===== src/rtl/a2d_chnl_seq.sv =====
`default_nettype none
// +----------------------------------------------------------------------------+
// | Module      : a2d_chnl_seq                                                 |
// | Description : Round-robin conversion sequencer for the A2D SPI interface.  |
// |               Sweeps channels 0..NUM_CH-1, keeps one 12-bit result per     |
// |               channel and flags every slot update.                         |
// | Revision    : 1.0  initial release                                         |
// +----------------------------------------------------------------------------+
// | Ports                                                                      |
// |   clk           system clock                                               |
// |   rst_n         asynchronous active-low reset                              |
// |   en_i          level, 1 = sweep continuously                              |
// |   strt_cnv_o    1-clk start pulse to the A2D interface                     |
// |   chnnl_o       channel being converted, stable for the whole conversion   |
// |   cnv_cmplt_i   conversion-complete level from the A2D interface           |
// |   res_i         conversion result, valid while cnv_cmplt_i=1              |
// |   ch_data_o     stored results, channel k at bits [12k+11:12k]             |
// |   smpl_vld_o    1-clk pulse when a slot has been updated                   |
// |   smpl_ch_o     channel just updated, valid with smpl_vld_o                |
// |   sweep_done_o  1-clk pulse after the last channel of a sweep              |
// |   tmo_err_o     sticky conversion-timeout flag, cleared only by reset      |
// +----------------------------------------------------------------------------+
// | Build option                                                               |
// |   A2D_SEQ_AVG_EN  when defined each slot is a 4-tap IIR filter:            |
// |                   new = (3*old + res + 2) >> 2, first sample loads direct. |
// +----------------------------------------------------------------------------+
module a2d_chnl_seq #(
  parameter int NUM_CH      = 8,
  parameter int GAP_CYC     = 1024,
  parameter int TIMEOUT_CYC = 4096
) (
  input  logic                 clk,
  input  logic                 rst_n,
  input  logic                 en_i,
  output logic                 strt_cnv_o,
  output logic [2:0]           chnnl_o,
  input  logic                 cnv_cmplt_i,
  input  logic [11:0]          res_i,
  output logic [NUM_CH*12-1:0] ch_data_o,
  output logic                 smpl_vld_o,
  output logic [2:0]           smpl_ch_o,
  output logic                 sweep_done_o,
  output logic                 tmo_err_o
);

  localparam int         GAP_W   = $clog2(GAP_CYC + 1);
  localparam int         TMO_W   = $clog2(TIMEOUT_CYC + 1);
  localparam logic [2:0] LAST_CH = 3'(NUM_CH - 1);

  typedef enum logic [1:0] {
    IDLE  = 2'd0,
    START = 2'd1,
    CONV  = 2'd2,
    GAP   = 2'd3
  } state_t;

  state_t             state_q, state_d;
  logic [2:0]         chnnl_q, chnnl_d;
  logic               strt_cnv_q, strt_cnv_d;
  logic               first_q, first_d;
  logic [TMO_W-1:0]   tmo_q, tmo_d;
  logic [GAP_W-1:0]   gap_q, gap_d;
  logic [11:0]        slot_q [NUM_CH];
  logic [11:0]        slot_d [NUM_CH];
  logic               smpl_vld_q, smpl_vld_d;
  logic [2:0]         smpl_ch_q, smpl_ch_d;
  logic               sweep_done_q, sweep_done_d;
  logic               tmo_err_q, tmo_err_d;
  logic               conv_end;
`ifdef A2D_SEQ_AVG_EN
  logic [NUM_CH-1:0]  seen_q, seen_d;

  // 3*old + new + 2 peaks at 16382, so 14 bits never overflow.
  function automatic logic [11:0] avg4(input logic [11:0] old_v, input logic [11:0] new_v);
    logic [13:0] sum;
    sum = {2'b00, old_v} + {1'b0, old_v, 1'b0} + {2'b00, new_v} + 14'd2;
    return 12'(sum >> 2);
  endfunction
`endif

  // --------------------------------------------------------------------------
  // Next-state and registered-output logic
  // --------------------------------------------------------------------------
  always_comb begin
    state_d      = state_q;
    chnnl_d      = chnnl_q;
    strt_cnv_d   = 1'b0;
    first_d      = 1'b0;
    tmo_d        = tmo_q;
    gap_d        = gap_q;
    slot_d       = slot_q;
    smpl_vld_d   = 1'b0;
    smpl_ch_d    = smpl_ch_q;
    sweep_done_d = 1'b0;
    tmo_err_d    = tmo_err_q;
    conv_end     = 1'b0;
`ifdef A2D_SEQ_AVG_EN
    seen_d       = seen_q;
`endif

    case (state_q)
      IDLE: begin
        chnnl_d = '0;
        if (en_i) begin
          state_d    = START;
          strt_cnv_d = 1'b1;
        end
      end

      START: begin
        tmo_d   = TMO_W'(TIMEOUT_CYC);
        first_d = 1'b1;
        state_d = CONV;
      end

      CONV: begin
        // On the first CONV clk cnv_cmplt_i may still be the level left over
        // from the previous conversion, so it is ignored there.
        if (!first_q && cnv_cmplt_i) begin
          conv_end   = 1'b1;
          smpl_vld_d = 1'b1;
          smpl_ch_d  = chnnl_q;
          for (int k = 0; k < NUM_CH; k++) begin
            if (chnnl_q == 3'(k)) begin
`ifdef A2D_SEQ_AVG_EN
              slot_d[k] = seen_q[k] ? avg4(slot_q[k], res_i) : res_i;
              seen_d[k] = 1'b1;
`else
              slot_d[k] = res_i;
`endif
            end
          end
        end else if (tmo_q == '0) begin
          // Abandon the channel; its slot keeps the previous value.
          conv_end  = 1'b1;
          tmo_err_d = 1'b1;
        end else begin
          tmo_d = tmo_q - TMO_W'(1);
        end

        if (conv_end) begin
          if (!en_i) begin
            state_d = IDLE;
            chnnl_d = '0;
          end else if (chnnl_q < LAST_CH) begin
            chnnl_d    = chnnl_q + 3'd1;
            state_d    = START;
            strt_cnv_d = 1'b1;
          end else begin
            chnnl_d      = '0;
            sweep_done_d = 1'b1;
            gap_d        = GAP_W'(GAP_CYC);
            state_d      = GAP;
          end
        end
      end

      GAP: begin
        // GAP lasts exactly GAP_CYC clks; en_i is only looked at on the last.
        if (gap_q <= GAP_W'(1)) begin
          gap_d = '0;
          if (en_i) begin
            state_d    = START;
            strt_cnv_d = 1'b1;
          end else begin
            state_d = IDLE;
          end
        end else begin
          gap_d = gap_q - GAP_W'(1);
        end
      end

      default: state_d = IDLE;
    endcase
  end

  // --------------------------------------------------------------------------
  // State and output registers
  // --------------------------------------------------------------------------
  always_ff @(posedge clk or negedge rst_n) begin
    if (!rst_n) begin
      state_q      <= IDLE;
      chnnl_q      <= '0;
      strt_cnv_q   <= 1'b0;
      first_q      <= 1'b0;
      tmo_q        <= '0;
      gap_q        <= '0;
      smpl_vld_q   <= 1'b0;
      smpl_ch_q    <= '0;
      sweep_done_q <= 1'b0;
      tmo_err_q    <= 1'b0;
      for (int k = 0; k < NUM_CH; k++) begin
        slot_q[k] <= '0;
      end
`ifdef A2D_SEQ_AVG_EN
      seen_q       <= '0;
`endif
    end else begin
      state_q      <= state_d;
      chnnl_q      <= chnnl_d;
      strt_cnv_q   <= strt_cnv_d;
      first_q      <= first_d;
      tmo_q        <= tmo_d;
      gap_q        <= gap_d;
      smpl_vld_q   <= smpl_vld_d;
      smpl_ch_q    <= smpl_ch_d;
      sweep_done_q <= sweep_done_d;
      tmo_err_q    <= tmo_err_d;
      for (int k = 0; k < NUM_CH; k++) begin
        slot_q[k] <= slot_d[k];
      end
`ifdef A2D_SEQ_AVG_EN
      seen_q       <= seen_d;
`endif
    end
  end

  generate
    for (genvar k = 0; k < NUM_CH; k++) begin : g_pack
      assign ch_data_o[12*k +: 12] = slot_q[k];
    end
  endgenerate

  assign strt_cnv_o   = strt_cnv_q;
  assign chnnl_o      = chnnl_q;
  assign smpl_vld_o   = smpl_vld_q;
  assign smpl_ch_o    = smpl_ch_q;
  assign sweep_done_o = sweep_done_q;
  assign tmo_err_o    = tmo_err_q;

endmodule
`default_nettype wire


===== config.mk =====
export PLATFORM = sky130hd
export DESIGN_NAME = a2d_chnl_seq
export DESIGN_NICKNAME = d
export VERILOG_FILES = /design/src/rtl/a2d_chnl_seq.sv
export SDC_FILE = /design/constraint.sdc
export NUM_CORES = 1
export LEC_CHECK = 0
export ABC_AREA = 1
export ABC_CLOCK_PERIOD_IN_PS = 1800
export CORE_MARGIN = 2
export CORE_UTILIZATION = 51
export DETAILED_ROUTE_END_ITERATION = 12
export MAX_ROUTING_LAYER = met4
export PLACE_DENSITY = 0.8
export SYNTH_ARGS = -nofsm -noshare
export SYNTH_HDL_FRONTEND = slang
export SYNTH_SLANG_ARGS = --single-unit

===== constraint.sdc =====
create_clock -name clk -period 1.8 [get_ports clk]
set_input_delay 0.36 -clock clk [delete_from_list [all_inputs] [get_ports clk]]
set_output_delay 0.36 -clock clk [all_outputs]
set_load 0.01 [all_outputs]

* Yosys cells after proc, flatten, opt, wreduce, memory -nomap -nowiden
Cells that the tools add are included.
** Operators by class
- Magnitude comparators :: 2
- Equal/unequal tests :: 17
- Mux-type cells :: 35
- Add/subtract/negate cells :: 3
- Reductions and logical operators :: 22
- Bitwise logic cells :: 1
** Operators by type and width (count)
- 11-bit two-way mux :: 4
- 3-bit AND reduction :: 11
- 13-bit two-way mux :: 2
- 13-bit case mux with 2 select lines :: 1
- 11-bit case mux with 2 select lines :: 1
- 1-bit two-way mux :: 16
- 2-bit != test (second input constant) :: 7
- 13-bit zero test :: 1
- 13-bit by 1-bit subtractor with 13-bit output (second input constant) :: 1
- 3-bit equality test (second input constant) :: 4
- 11-bit by 1-bit less-or-equal comparator with 1-bit output (second input constant) :: 1
- 11-bit by 1-bit subtractor with 11-bit output (second input constant) :: 1
- 2-bit two-way mux :: 5
- 3-bit two-way mux :: 3
- 2-bit case mux with 4 select lines :: 1
- 3-bit by 2-bit equality test with 1-bit output (second input constant) :: 2
- 3-bit case mux with 2 select lines :: 1
- 2-bit nonzero test :: 3
- 2-bit equality test (second input constant) :: 2
- 2-bit AND reduction :: 2
- 4-bit AND reduction :: 1
- 3-bit by 1-bit adder with 3-bit output (second input constant) :: 1
- 3-bit by 1-bit equality test with 1-bit output (second input constant) :: 1
- 3-bit zero test :: 1
- other kinds (7) :: 7
** Word-level totals
- Output and inout bits :: 106
- Logic and storage cells :: 98
- Register bits :: 133
- Input port bits :: 16

* Depth between registers and ports, before layout
Gate-level depths: netlist (run 1).
- Word-level depth :: 6
- Gate-level depth with buffers :: 10
- Gate-level depth less buffers :: 10

* Worst setup path after synthesis (run 1)
OpenSTA, ideal clock, no wires.
- Kind :: reg-to-reg
- From :: register tmo_q[0]
- To :: register gap_q[1]
- Library setup time :: 0.121 ns
- Arrival time :: 1.382 ns
- Data required time :: 1.679 ns
- Setup slack :: 0.298 ns
- Cell stages (with the launch flop) :: 11
- Period minus slack after synthesis :: 1.502 ns
- Path buffers :: 1
- Path through :: dfrtp_1 inv_1 ha_1 nand2_1 nor2_1 nand2_1 nand2_4 o21ai_2 buf_6 nand2_1 o21ai_1
** Between the ends
- Longest elaborated chain between the ends :: 6
** Ends and longest elaborated chain
- start, declared :: line 61 : logic [TMO_W-1:0] tmo_q, tmo_d;
- start signal, assigned :: line 203 : tmo_q <= tmo_d;
- 13-bit zero test :: line 133 : end else if (tmo_q == '0) begin
- 1-bit two-way mux :: line 133
- 1-bit two-way mux :: line 119 : if (!first_q && cnv_cmplt_i) begin
- 1-bit two-way mux :: line 101 : case (state_q)
- 2-bit != test (no line)
- 4-bit AND reduction (no line)
- end signal, assigned :: line 204 : gap_q <= gap_d;
- end, declared :: line 62 : logic [GAP_W-1:0] gap_q, gap_d;
Every way passes these cells. The select of a mux whose other input is x is not followed.
A chain may end at the register's enable or synchronous reset.

* Worst setup path after layout (run 1)
- From :: register chnnl_q[1], in the netlist chnnl_o[1]
- To :: output chnnl_o[1]
** RTL lines
- start, declared :: line 58 : logic [2:0] chnnl_q, chnnl_d;
- start signal, assigned :: line 200 : chnnl_q <= chnnl_d;
- end, declared :: line 36 : output logic [2:0] chnnl_o,
No word-level cell between the ends.

==> results of run 1 <==
## state kept, by name, summed over array words and instances, names as in the netlist
signal        count
chnnl_o           3
first_q           1
smpl_ch_o         3
state_q           2
smpl_vld_o        1
sweep_done_o      1
tmo_err_o         1
tmo_q            13
strt_cnv_o        1
ch_data_o        96
gap_q            11
## logic make-up (layout without fill, tap and decap cells)
logic type / Yosys count / count (layout) / synth area share
AND/OR/NAND/NOR: 284 / 284 / 0.215
flip-flops: 133 / 133 / 0.563
AO/OA/AOI/OAI: 120 / 120 / 0.132
buffers and inverters: 64 / 214 / 0.0607
adder cells (fa/ha/maj): 9 / 9 / 0.0190
XOR/XNOR: 7 / 7 / 0.0104
## worst paths after layout
| kind | start | to | slack, ns |
|---|---|---|---|
| min in group clk | tmo_err_o | tmo_err_o | 0.48 |
| worst min register to register | tmo_err_o | tmo_err_o | 0.48 |
| max in group asynchronous | rst_n | smpl_vld_o | 0.90 |
| worst min-delay path | rst_n | ch_data_o[46] | 0.31 |
| worst max register to register | gap_q[0] | gap_q[10] | 0.16 |
| worst max-delay path | chnnl_o[1] | chnnl_o[1] | 0.04 |
## power by group through the flow
| stage | Combinational (mW) | Clock [mW] | Sequential [mW] |
|---|---|---|---|
| final | 0.193 | 3.51 | 2.99 |
| after global routing | 0.214 | 3.69 | 2.99 |
| after CTS | 0.197 | 3.55 | 2.99 |
| after detailed placement | 0.194 | 0 | 3.05 |
| after global placement | 0.192 | 0 | 3.05 |
| after floorplan | 0.0437 | 0 | 3.05 |
## cells in the mapped netlist (all sizes together)
| cell | n | share of area |
|---|---|---|
| o22ai | 1 | 0.0011 |
| nand3 | 23 | 0.019 |
| o21ai | 87 | 0.095 |
| buf | 17 | 0.030 |
| o21bai | 1 | 0.0013 |
| nand2 | 172 | 0.12 |
| dfrtp | 133 | 0.56 |
| a21oi | 29 | 0.032 |
| nor3 | 6 | 0.0051 |
| or2 | 4 | 0.0042 |
| xor2 | 7 | 0.010 |
| clkbuf | 1 | 0.00063 |
| inv | 45 | 0.029 |
| a31o | 2 | 0.0030 |
| nor2 | 72 | 0.058 |
| clkinv | 1 | 0.00085 |
| ha | 9 | 0.019 |
| nand4 | 7 | 0.0074 |
## area by class of cell
class,count,area share
Multi-Input combinational cell,420,0.283
Clock inverter,14,0.0225
Sequential cell,133,0.422
Timing Repair Buffer,136,0.174
Tap cell,143,0.0226
Inverter,46,0.0223
Clock buffer,18,0.0543
## metal layers
layer / wire [um] / vias to the layer above
met5: 0 / -
met4: 236 / 0
met3: 977 / 14
met2: 7250 / 182
met1: 6340 / 2323
li1: - / 2273
## repair_timing
action / 4_1_cts / 5_1_grt
gates cloned: 0 / 0
resized for setup: 3 / 2
pin swaps: 0 / 0
setup buffers: 0 / 1
hold buffers: 1 / 0
endpoints found under the setup margin: 3 / 25
endpoints found under the hold margin: 7 / 0
## worst reg2reg max path, delay by kind of cell (launching register included)
| kind | cells | cell delay [ns] |
|---|---|---|
| adders and majority gates | 1 | 0.26 |
| buffers and inverters | 1 | 0.14 |
| DFF | 1 | 0.43 |
| and+or+nand+nor | 7 | 0.70 |
==> impl_metrics.toml, run 1 <==
[cells_and_area]
drive_gt1_frac = 0.166
post-route-util = 0.695
areaGrowthSynthToFinish_pct = 33.6
final_cell_mix = "nand2_1, dfrtp_1, clkdlybuf4s50_1"
diodes = 0
area.sequential_um2 = 3330
fin_nets = 779
filler_cell_count = 830
layout_commonest_cell = "nand2_1"
stdcell_count = 910
finalInstanceArea_um2 = 7900
multi_input_area_um2 = 2230

[power_and_ir_drop]
p_leak_nw = 3.71
p_seq_frac = 0.447
pwr-share-clk = 0.524
netSwitchingFraction = 0.218
power.internal_mw = 5.24
switchingPower_mw = 1.46
vdd_drop_max_uv = 583
power.total_mw = 6.70
combPwrFrac = 0.029
powerDensity_nw_per_um2 = 848

[timing]
holdWs_ns = 0.306
fin_crit_sh = 0.977
finalHoldViolCount = 0
max_freq_mhz = 569
finalClockSkew_ns = 0.00851
finalSetupViolCount = 0
tns_ns = 0
slew_headroom = 0.661
maxSlewViolCount = 0
fin_ws_ns = 0.0410
min_period_ns = 1.76
tightest_slew_ns = 0.507

[worst_setup_path]
reg2reg_depth = 9
path_max_fanout = 6
startpoint_type = "register"
arrival_ns = 1.40
slowest_delay_ns = 0.56
endpoint_kind = "output pin"
required_ns = 1.44
cp_num_buf_inv = 1
cpLargestDelayFamily = "buffers and inverters"
cpMaxStageDelayCell = "clkdlybuf4s50_1"
worstPathCellList = "clkdlybuf4s50_1"
crit_cells = 1
critPathKind = "reg2out"

[floorplan]
initial_utilization = 0.520
placeableCoreArea_um2 = 11400
dieArea_um2 = 12500
io_pins = 122
row_count = 39
die_y_um = 112
die_w_um = 112

[grt]
grt_use_met2 = 0.389
met1_usage = 0.336
grt_pass1_vias = 4680
antenna_found_initial = 0
grt_pass1_wl_um = 24100
grt_use_total = 0.255
grt_max_degree = 73
top_usage_layer = "met2"
grt_remaining_overflow = 0
use_met3 = 0.0631

[synth]
syn_avg_cell_area_um2 = 9.58
ys_seq_area_frac = 0.563
synth.net_count = 642
syn-cell-area_um2 = 5910
synth_cell_type_count = 29
syn-instance-count = 617
yosys_warnings = 0
synth-seq-cells = 133

[route]
drt_iter0_markers = 385
vias_per_cell = 5.27
drtAntennaViolNets = 0
drt-pass1-iter-count = 6
finalWirelength_um = 14800
drc = 0
num_vias = 4792
routedWlPerCell_um = 16.3

[placed_design]
place.gp.congestion = 0.930
post-place-ws_ns = -0.129
place_area_um2 = 7270
portBuffers = 121
dp_hpwl_um = 10000
dp.cells = 876

[clock_tree]
cts_buffers = 17
clkLatencyLatePin_ns = 0.41
cts_buffer_depth = 2
htree_levels = 4
clock_sinks = 133
clkSlewWorstSetupHoldPaths_ns = 0.06
cts_root_buffer = "clkbuf_16"
cts_tree = "yes"

[hold_path]
hold_class = "in2async"

[run_status]
status = "complete, no violations"

[job]
drv.max_cap_violation_count = 0
Power figures use the tool's default switching activity.
==> run 2, diff against run 1 <==
- CORE_MARGIN: 2 -> not set
- REMOVE_ABC_BUFFERS: not set -> 1
- SETUP_SLACK_MARGIN: not set -> 0.3
==> run 2 against run 1 <==
Hold slack better by 0.12 ns. Final cell count is 5.3% higher. Sequential cell count stayed put. First-iteration DRC count up 8.6%. Via count rose by 15%. Wire length grew 36%. Critical endpoint is now tmo_q[7]. Largest power group unchanged.
==> impl_metrics.toml, run 2 (synthesis results as in run 1) <==
[cells_and_area]
final_cell_mix = "dfrtp_1, nand2_1, dlygate4sd2_1"
filler_cell_count = 620
finalInstanceArea_um2 = 8850
largest_register_ffs = 96
diodes = 0
areaGrowthSynthToFinish_pct = 49.6
fin_nets = 830
layout_commonest_cell = "dfrtp_1"
drive_gt1_frac = 0.330
stdcell_count = 958

[grt]
grt_remaining_overflow = 0
grt_pass1_wl_um = 25200
grt_use_total = 0.291
grt_pass1_vias = 4903
grt_max_degree = 38
antenna_found_initial = 0

[power_and_ir_drop]
powerDensity_nw_per_um2 = 729
power.total_mw = 6.45
vdd_drop_max_uv = 631
p_leak_nw = 4.47

[floorplan]
dieArea_um2 = 12000
io_pins = 122
initial_utilization = 0.534
placeableCoreArea_um2 = 11100
die_y_um = 110
row_count = 38
die_w_um = 110

[worst_setup_path]
path_max_fanout = 7
cpMostUsedCell = "nor2_2"
startpoint_type = "register"
arrival_ns = 1.87
cp_num_buf_inv = 1
slowest_delay_ns = 0.43
critPathKind = "reg2reg"
cpLargestDelayFamily = "simple AND/OR/NAND/NOR gates"
required_ns = 2.10
cpMaxStageDelayCell = "dfrtp_1"
worstPathCellList = "nor2_2, nand2_2, nor2_4, nand2_4, nand2_8, buf_6, nor2_2, nand2_1, o21ai_0"
endpoint_kind = "register"

[timing]
finalSetupViolCount = 0
fin_crit_sh = 0.871
finalClockSkew_ns = 0.0105
tightest_slew_ns = 0.527
min_period_ns = 1.57
tns_ns = 0
rsz0062_at_grt = "true"
slew_headroom = 0.648
maxSlewViolCount = 0
max_freq_mhz = 638
finalHoldViolCount = 0

[clock_tree]
clkSlewWorstSetupHoldPaths_ns = 0.07
clkLatencyLatePin_ns = 0.43
cts_root_buffer = "clkbuf_16"
cts_buffer_depth = 2
cts_tree = "yes"
htree_levels = 4
cts_buffers = 17
clock_sinks = 133

[placed_design]
place_area_um2 = 7310
dp.cells = 876
dp_hpwl_um = 10100
place.gp.congestion = 0.895
portBuffers = 121

[route]
num_vias = 5512
routedWlPerCell_um = 21.0
drtAntennaViolNets = 0
drt-pass1-iter-count = 5
vias_per_cell = 5.75
drc = 0
drt_iter0_markers = 418
finalWirelength_um = 20200

[job]
drv.max_cap_violation_count = 0

[hold_path]
hold_class = "in2async"

[run_status]
status = "complete, no violations"
[run 2: cell count changes in the layout (fill, tap and decap cells not counted), moves of 9 or more]
cell,delta
nor2_1,-16
clkdlybuf4s50_1,-107
clkdlybuf4s15_1,+9
nand2_8,+13
nand2_4,+13
nand2_1,-43
nor2_2,+11
dlygate4sd2_1,+92
nand2_2,+25
buf_4,+25
[run 2: layout make-up]
class | count | area (um2) | area share
Inverter | 46 | 183 | 0.0207
Timing Repair Buffer | 177 | 1700 | 0.192
Clock buffer | 19 | 443 | 0.0501
Multi-Input combinational cell | 430 | 2900 | 0.327
Sequential cell | 133 | 3340 | 0.377
Tap cell | 140 | 175 | 0.0198
Clock inverter | 13 | 110 | 0.0124
[run 2: worst register-to-register path, cell delays in order (launching register included)]
cell and delay [ns]:
dfrtp_1 0.43, nor2_2 0.20, nand2_2 0.10, nor2_4 0.13, nand2_4 0.14, nand2_8 0.14, buf_6 0.13, nor2_2 0.04
nand2_1 0.05, o21ai_0 0.08
[run 2: layer usage]
metal | vias to the layer above | GRT usage | wire, um
met4 | 0 | 0.120 | 910
li1 | 2410 | - | -
met1 | 2691 | 0.358 | 7580
met5 | - | - | 0
met3 | 89 | 0.0533 | 1460
met2 | 322 | 0.477 | 10200
[run 2: metrics by stage]
stage,util,setup WS [ns],hold slack (ns)
final,0.799,0.232,0.429
after global routing,0.799,0.143,0.474
after CTS,0.731,0.241,0.444
after detailed placement,0.660,-0.152,0.338
after global placement,0.660,-0.131,0.336
after floorplan,-,-0.104,0.0644
[run 2: what timing repair did]
item / CTS / global route
cloned: 4 / 9
setup endpoints to repair: 218 / 119
resized for setup: 154 / 122
setup buffers: 13 / 23
pin swaps: 9 / 25
hold buffers: 1 / 0
endpoints found under the hold margin: 28 / 0
[run 2: worst paths after layout]
path                       startpoint            end  slack, ns  depth (start not counted)
min in group clk            tmo_err_o      tmo_err_o       0.47                          1
max in group asynchronous       rst_n  ch_data_o[15]       0.77                          3
setup reg to reg             tmo_q[5]       tmo_q[7]       0.23                          9
hold reg to reg             tmo_err_o      tmo_err_o       0.47                          1
hold / removal                  rst_n  ch_data_o[10]       0.43                          2
setup / recovery             tmo_q[5]       tmo_q[7]       0.23                          9
[run 2: power breakdown]
part           switching [mW]  internal (mW)
Sequential            0.00137           2.99
Clock                    1.35           1.92
Combinational           0.132         0.0549
